File: src/rtl/id_exe_pipe_reg.sv
// id_exe_pipe_reg: ID/EXE pipeline register with bubble insertion, hold, deferred flush and saturating bubble counter
module id_exe_pipe_reg #(
  parameter int XLEN  = 32,
  parameter int CNT_W = 32
) (
  input  logic             clk,
  input  logic             rst,
  input  logic             ID_EXE_dstall,
  input  logic             flush,
  input  logic             hold,
  input  logic [XLEN-1:0]  ID_pc,
  input  logic [XLEN-1:0]  ID_rs1_data,
  input  logic [XLEN-1:0]  ID_rs2_data,
  input  logic [XLEN-1:0]  ID_imm,
  input  logic [4:0]       ID_rs1,
  input  logic [4:0]       ID_rs2,
  input  logic [4:0]       ID_rd,
  input  logic [1:0]       ID_data_to_reg,
  input  logic             ID_reg_write,
  input  logic             ID_mem_write,
  input  logic             ID_alu_src,
  input  logic [3:0]       ID_alu_ctrl,
  input  logic [1:0]       ID_branch,
  output logic [XLEN-1:0]  ID_EXE_pc,
  output logic [XLEN-1:0]  ID_EXE_rs1_data,
  output logic [XLEN-1:0]  ID_EXE_rs2_data,
  output logic [XLEN-1:0]  ID_EXE_imm,
  output logic [4:0]       ID_EXE_rs1,
  output logic [4:0]       ID_EXE_rs2,
  output logic [4:0]       ID_EXE_written_reg,
  output logic [1:0]       ID_EXE_data_to_reg,
  output logic             ID_EXE_reg_write,
  output logic             ID_EXE_mem_write,
  output logic             ID_EXE_alu_src,
  output logic [3:0]       ID_EXE_alu_ctrl,
  output logic [1:0]       ID_EXE_branch,
  output logic             ID_EXE_valid,
  output logic [CNT_W-1:0] bubble_cnt
);
  localparam int W = 4 * XLEN + 26;
  logic [W-1:0] q;
  logic         pend_flush;
  assign {ID_EXE_pc, ID_EXE_rs1_data, ID_EXE_rs2_data, ID_EXE_imm, ID_EXE_rs1, ID_EXE_rs2,
          ID_EXE_written_reg, ID_EXE_data_to_reg, ID_EXE_reg_write, ID_EXE_mem_write,
          ID_EXE_alu_src, ID_EXE_alu_ctrl, ID_EXE_branch} = q;
  always_ff @(posedge clk) begin
    if (rst) begin
      q            <= '0;
      ID_EXE_valid <= 1'b0;
      bubble_cnt   <= '0;
      pend_flush   <= 1'b0;
    end else if (hold) begin
      pend_flush <= pend_flush | flush;
    end else if (flush | pend_flush | ID_EXE_dstall) begin
      q            <= '0;
      ID_EXE_valid <= 1'b0;
      bubble_cnt   <= bubble_cnt + CNT_W'(~&bubble_cnt);
      pend_flush   <= 1'b0;
    end else begin
      q <= {ID_pc, ID_rs1_data, ID_rs2_data, ID_imm, ID_rs1, ID_rs2, ID_rd, ID_data_to_reg,
            ID_reg_write, ID_mem_write, ID_alu_src, ID_alu_ctrl, ID_branch};
      ID_EXE_valid <= 1'b1;
    end
  end
endmodule

File: config.mk
export PLATFORM = sky130hd
export DESIGN_NAME = id_exe_pipe_reg
export DESIGN_NICKNAME = d
export VERILOG_FILES = /design/src/rtl/id_exe_pipe_reg.sv
export SDC_FILE = /design/constraint.sdc
export NUM_CORES = 1
export LEC_CHECK = 0
export CORE_AREA = 2 2 136 138
export CTS_CLUSTER_DIAMETER = 40
export CTS_CLUSTER_SIZE = 25
export DETAILED_ROUTE_END_ITERATION = 8
export DIE_AREA = 0 0 138 140
export PLACE_DENSITY = 0.84
export SKIP_CTS_REPAIR_TIMING = 1
export SLEW_MARGIN = 20
export SYNTH_ARGS = -nofsm -noshare
export SYNTH_HDL_FRONTEND = slang
export SYNTH_SLANG_ARGS = --single-unit
export TNS_END_PERCENT = 1
File: constraint.sdc
create_clock -name clk -period 4.12 [get_ports clk]
set_input_delay 0.824 -clock clk [delete_from_list [all_inputs] [get_ports clk]]
set_output_delay 0.824 -clock clk [all_outputs]
set_load 0.005 [all_outputs]
==> summary.md, run 1 <==
| Metric | Value |
|---|---|
| H-Tree Level Count | 4 |
| Largest family of logic cells by synthesized area | compound AO/OA/AOI/OAI gates |
| Area grow syn2layout | 68.0% |
| DR vias/cell | roughly 5.2 |
| Clock skew | a little over 0.009 ns |
| Crit path cell chain | nand4_1 > or4_4 > or4_1 > ha_1 > ha_1 > and3b_1 > nand4_1 > buf_4 > nor3_1 > mux2_2 |
| Commonest non-fill, non-tap cell in the layout | clkdlybuf4s50_1 |
| Post-Synth XOR/XNOR Area | less than 1% |
| First-iteration detailed-routing DRC count | 320 |
| Root Driver | clkbuf_16 |
| Cell area after placement | a little under 10000 µm² |
| Nets | ~1000 |
| Share of cells above drive strength 1 | 5.57% |
| First-pass GRT wire length | between 30000 and 40000 µm |
| CP required | 4.42 ns |
| CTS tree | built |
| Post-Route WL | 20600 µm |
| #FFs+latches synth | 188 |
| Post-DR wirelength/cell | roughly 19 µm |
| Total Neg Setup Slack | 0 ns |
| RSZ-0062 raised after global routing | false |
| Clk slew on worst S/H paths | 0.07 ns |
| Synth Area in Compound Gates | between 20% and 30% |
| Top cell type by total area after synthesis | dfxtp_1 |
| Post-route ant nets | 0 |
| Vias in the first global route | 5830 |
| Status | completed |
| Std-Cell Core Area | 17800 µm² |
| LEAKAGE | between 3 and 4 nW |
| Area of the multi-input gates | 2280 µm² |
| Critical-path top delay cell | or4_4 |
| Ports | around 350 |
| CP startpoint kind | flop |
| Yosys Warn Count | 0 |
| 1st-pass router iterations | 4 |
| Number of port buffers | ~350 |
| Die W | roughly 140 µm |
| Syn Nets | around 700 |
| Pwr Density | roughly 370 nW/µm² |
| Setup crit end kind | flop |
| Largest net degree at the start of global routing | ~160 |
| Critical path's largest stage delay | between 0.6 and 0.7 ns |
| Hpwl dp | 14700 µm |
| Final Max Slew Viols | 0 |
| DRC Markers | 0 |
| Die area | approximately 19000 µm² |
| Most frequent cells in the layout | clkdlybuf4s50_1, dfxtp_1, a22o_1 |
| Setup CP Type | reg -> reg |
| Layout fillers | around 1500 |
| # clock sinks | 188 |
| Row count | 49 |
| Gr ovfl total | 0 |
| Max-Cap Viols | 0 |
| Synthesized area | 6250 µm² |
| Sequential Area | 3760 µm² |
| Register area share after synthesis | approximately 60% |
| Final period utilization | 83.2% |
| Synth top area share | about 60% |
| Cell count after synthesis | around 540 |
| HP Class | reg -> reg |
| Number of CTS-inserted buffers | 17 |
| Post-Syn Area per Cell | roughly 12 µm² |
| Peak supply drop | about 0.00036 V |
| Vias | around 5700 |
| Critical path peak fanout | 21 |
| RD Place Congestion | approximately 0.87 |
| Die H | 140 µm |
| Post-synthesis adder-cell area fraction | 0.601% |
| Final instance area | around 10000 µm² |
| Synth Area in Simple Gates | between 8 and 9% |
| Clock Path Buffers | 2 |
| Relative slew slack | a little under half |
| Post-synth cell types | 31 |
| WP data arrival | 3.73 ns |
| Total GRT Usage | around 21% |
| Period minus WS final | 3.43 ns |
| Fmax achieved | 292 MHz |
| Initial antenna violation count | 2 |
| Clk_lat worst skew | ~0.42 ns |
| Worst-Margin Slew | ~0.8 ns |
| Final Hold Viols | 0 |
| Mux cell area share after synthesis | 0.721% |
| Top cells by area, synth | dfxtp_1, a22o_1, clkbuf_1, or4_1, a21oi_1 |
| Initial Util | about a third |
| Count of final setup violators | 0 |
[sequential cells by signal, indices dropped and copies added (netlist names)]
register      count
ID_EXE_valid      1
bubble_cnt       32
pend_flush        1
q               154
[final timing paths]
path	start	endpoint	slack, ns	depth (start not counted)
setup / recovery	bubble_cnt[9]$_SDFFE_PP0P_	bubble_cnt[30]$_SDFFE_PP0P_	0.69	10
hold / removal	q[37]$_SDFFE_PP0N_	q[37]$_SDFFE_PP0N_	0.48	1
setup reg to reg	bubble_cnt[9]$_SDFFE_PP0P_	bubble_cnt[30]$_SDFFE_PP0P_	0.69	10
hold reg to reg	q[37]$_SDFFE_PP0N_	q[37]$_SDFFE_PP0N_	0.48	1
[cell type report]
class | count | area share (%)
diodes | 2 | 0.0477
clock buffers | 19 | 4.32
clock inverters | 13 | 1.43
inverters | 6 | 0.215
multi-input cells | 300 | 21.8
flip-flops and latches | 188 | 35.9
well taps | 229 | 2.73
repair buffers | 353 | 33.6
[per-stage QoR]
stage          hold WS (ns)  instances  utilization, %  setup WS, ns  power (mW)
2_1_floorplan         0.457        539               -          1.09        1.99
3_3_place_gp          0.461       1076            55.6         0.808        2.23
3_5_place_dp          0.463       1076            55.6         0.711        2.24
4_1_cts               0.484       1108            59.0         0.680        3.90
5_1_grt               0.495       1110            59.0         0.490        4.00
6_report              0.479       1110            59.0         0.694        3.86
[synth_stat cells]
master / count
o31ai_1: 14
buf_6: 1
nor2_1: 11
xnor2_1: 4
dfxtp_1: 188
nor2b_1: 6
o21a_1: 1
inv_1: 6
and2_1: 1
nor4_1: 3
and4_1: 3
a21oi_1: 22
or4_4: 2
and3b_1: 1
ha_1: 3
and3_1: 2
clkbuf_1: 33
a22o_1: 154
buf_1: 2
buf_2: 9
nand4_1: 8
nor3_1: 6
xor2_1: 2
nand2_1: 11
nand4b_2: 1
o21ai_0: 8
nand3_1: 9
or3_1: 8
or4_1: 15
mux2_2: 4
nor3b_1: 1
[metal layers]
layer | global-route usage [%] | wire length [µm] | part of all wire, % | up-vias
li1 | - | - | - | 2728
met1 | 23.9 | 8220 | 40 | 2735
met2 | 33.8 | 9850 | 48 | 228
met3 | 9.23 | 1860 | 9.1 | 45
met4 | 7.95 | 639 | 3.1 | 0
met5 | 0 | 0 | 0 | -
[logic make-up (layout without fill, tap and decap cells)]
group                    after synthesis  after routing
XOR/XNOR                               6              6
flip-flops                           188            188
AO/OA/AOI/OAI                        199            199
AND/OR/NAND/NOR                       88             88
buffers and inverters                 51            391
adder cells (fa/ha/maj)                3              3
multiplexers                           4              4
other                                  0              2
[power by group]
part           total, mW  internal [mW]  switching (mW)
registers           1.88           1.85          0.0226
clock network       1.66          0.898           0.765
logic              0.324          0.221           0.103
[critical path: cells and delay by family, from the launching register on]
family	cells	cell delay, ns
flops	1	0.41
fa+ha+maj	2	0.38
buf+inv	1	0.24
simple gates	6	1.98
mux	1	0.30
Power figures use the tool's default switching activity.
==> run 2, diff against run 1 <==
==> constraint.sdc (replaced) <==
create_clock -name clk -period 3.4 [get_ports clk]
set_input_delay 0.68 -clock clk [delete_from_list [all_inputs] [get_ports clk]]
set_output_delay 0.68 -clock clk [all_outputs]
set_load 0.005 [all_outputs]
==> run 2 against run 1 <==
Net effect: final area barely moved; die area is the same; count of clock-buffer cells in the layout down 1; via count shrank 1.7%; largest cell class unchanged; largest power group unchanged.
==> summary.md, run 2 (synthesis results as in run 1) <==
| Metric | Value |
|---|---|
| First-pass GRT wire length | 31300 µm (-1.9%) |
| Root Driver | clkbuf_16 |
| RSZ-0062 raised after global routing | false |
| Gr ovfl total | 0 (unchanged) |
| Post-DR wirelength/cell | 18.3 µm (-1.1%) |
| Inst Count DP | 1076 (unchanged) |
| # clock sinks | 188 (unchanged) |
| Post-route ant nets | 0 (unchanged) |
| Share of cells above drive strength 1 | 5.57% (unchanged) |
| Critical path peak fanout | 19 (-9.5%) |
| Commonest non-fill, non-tap cell in the layout | clkdlybuf4s50_1 |
| Clock skew | 0.0111 ns (+0.00191 ns) |
| Sequential Area | 3760 µm² (unchanged) |
| Layout fillers | 1488 (+0.95%) |
| Critical path's largest stage delay | 0.58 ns (-0.10 ns) |
| Peak supply drop | 0.000326 V (-8.6%) |
| Clk_lat worst skew | 0.43 ns (about the same) |
| Period minus WS final | 3.08 ns (-0.348 ns) |
| Final Hold Viols | 0 (unchanged) |
| Hold EP | q[37]$_SDFFE_PP0N_ |
| Clock Path Buffers | 2 (unchanged) |
| Setup CP Type | reg -> reg |
| Die area | 19300 µm² (unchanged) |
| Clk slew on worst S/H paths | 0.07 ns (about the same) |
| DRC Markers | 0 (unchanged) |
| LEAKAGE | 3.84 nW (about the same) |
| First-iteration detailed-routing DRC count | 300 (-6.3%) |
| Largest registers | q: 154 flops, bubble_cnt: 32 flops |
| Die H | 140 µm (unchanged) |
| Pwr Density | 443 nW/µm² (+20%) |
| Status | completed |
| Cell family with most CP delay | simple AND/OR/NAND/NOR gates |
| WP data arrival | 3.38 ns (-0.35 ns) |
| Worst R2R Setup Slack | 0.32 ns (-0.37 ns) |
| HP Class | reg -> reg |
| Largest net degree at the start of global routing | 115 (-26%) |
| Number of port buffers | 345 (unchanged) |
| Vias in the first global route | 5566 (-4.5%) |
| Most frequent cells in the layout | clkdlybuf4s50_1, dfxtp_1, a22o_1 |
| DR vias/cell | 5.09 (-1.5%) |
| Count of final setup violators | 0 (unchanged) |
| Relative slew slack | 43.8% (-2.7 points) |
| Area grow syn2layout | 67.9% (about the same) |
| Total Neg Setup Slack | 0 ns (unchanged) |
| Max-Cap Viols | 0 (unchanged) |
| Worst r2r dst | bubble_cnt[20]$_SDFFE_PP0P_ |
| Ant. Diodes | 0 (-2) |
| H-Tree Level Count | 4 (unchanged) |
| Worst-Margin Slew | 0.837 ns (+0.0402 ns) |
| CP Buf/Inv Count | 1 (unchanged) |
| CTS tree | built |
| R2R Path Start | bubble_cnt[12]$_SDFFE_PP0P_ |
| RD Place Congestion | 0.908 (+4.7%) |
| Crit path cell chain | nand4_1 > or4_4 > or4_1 > ha_1 > ha_1 > and3b_1 > nand4_1 > buf_4 > or4_1 > a21oi_1 |
| Post-Route WL | 20300 µm (-1.3%) |
| Worst hold stages | 1 (unchanged) |
| Ports | 346 (unchanged) |
| Std-Cell Core Area | 17800 µm² (unchanged) |
| Final period utilization | 90.5% (+7.4 points) |
| Nets | 1028 (unchanged) |
| Top reg by flops | q |
| Hold wc startpoint | q[37]$_SDFFE_PP0N_ |
| Die W | 138 µm (unchanged) |
| Row count | 49 (unchanged) |
| CP required | 3.70 ns (-0.72 ns) |
| Final Util | 59.0% (about the same) |
| Total GRT Usage | 20.3% (-0.43 points) |
| Fmax achieved | 325 MHz (+11%) |
| Number of CTS-inserted buffers | 17 (unchanged) |
| Setup crit end kind | flop |
| 1st-pass router iterations | 5 (+1) |
| Vias | 5638 (-1.7%) |
| Area of the multi-input gates | 2280 µm² (unchanged) |
| Initial Util | 35.1% (unchanged) |
| Initial antenna violation count | 0 (-2) |
| R2r worst-path depth | 10 (unchanged) |
| CP startpoint kind | flop |
| Number of cells on the critical path | 10 (unchanged) |
| Hpwl dp | 14500 µm (-1.1%) |
| Final Max Slew Viols | 0 (unchanged) |
| Critical-path top delay cell | or4_4 |
| Non-Filler Instances | 1108 (-0.18%) |
| Total power | 4.65 mW (+20%) |
| Max reg flops | 154 (unchanged) |
## run 2: worst reg2reg max path, stage by stage, from the launching register on
cell and delay, ns:
dfxtp_1 0.43, nand4_1 0.18, or4_4 0.58, or4_1 0.57, ha_1 0.21, ha_1 0.18
and3b_1 0.21, nand4_1 0.14, buf_4 0.24, or4_1 0.15, a21oi_1 0.06
## run 2: area by class of cell
class                      instances  area share, %
clock buffer                      18           4.19
clock inverter                    14           1.47
inverter                           6          0.215
multi-input combinational        300           21.8
sequential                       188           35.9
tap                              229           2.73
timing repair buffer             353           33.7
## run 2: worst max path at each step
stage                                      startpoint                           to  slack [ns]
after global routing      bubble_cnt[12]$_SDFFE_PP0P_  bubble_cnt[18]$_SDFFE_PP0P_        0.10
after floorplan           bubble_cnt[12]$_SDFFE_PP0P_   bubble_cnt[8]$_SDFFE_PP0P_        0.37
final                     bubble_cnt[12]$_SDFFE_PP0P_  bubble_cnt[20]$_SDFFE_PP0P_        0.32
after detailed placement  bubble_cnt[12]$_SDFFE_PP0P_  bubble_cnt[20]$_SDFFE_PP0P_        0.36
after global placement    bubble_cnt[12]$_SDFFE_PP0P_  bubble_cnt[22]$_SDFFE_PP0P_        0.40
after CTS                 bubble_cnt[12]$_SDFFE_PP0P_  bubble_cnt[20]$_SDFFE_PP0P_        0.33
## run 2: power by group
part | internal, mW | total (mW) | switching [mW]
Sequential | 2.25 | 2.27 | 0.0269
Clock | 1.06 | 1.99 | 0.924
Combinational | 0.268 | 0.394 | 0.126
## run 2: per-stage QoR
stage                     cell area [µm²]  setup slack, ns  hold slack, ns
after global routing                10500            0.103           0.495
after CTS                           10500            0.333           0.482
after global placement               9900            0.404           0.461
final                               10500            0.322           0.478
after detailed placement             9900            0.355           0.463
after floorplan                      6250            0.368           0.457
## run 2: routing by layer
| layer | wire length [µm] | vias up | track usage (%) |
|---|---|---|---|
| met5 | 0 | - | 0 |
| li1 | - | 2720 | - |
| met2 | 9620 | 212 | 32.4 |
| met1 | 8630 | 2679 | 24.9 |
| met3 | 1630 | 27 | 8.27 |
| met4 | 427 | 0 | 6.87 |
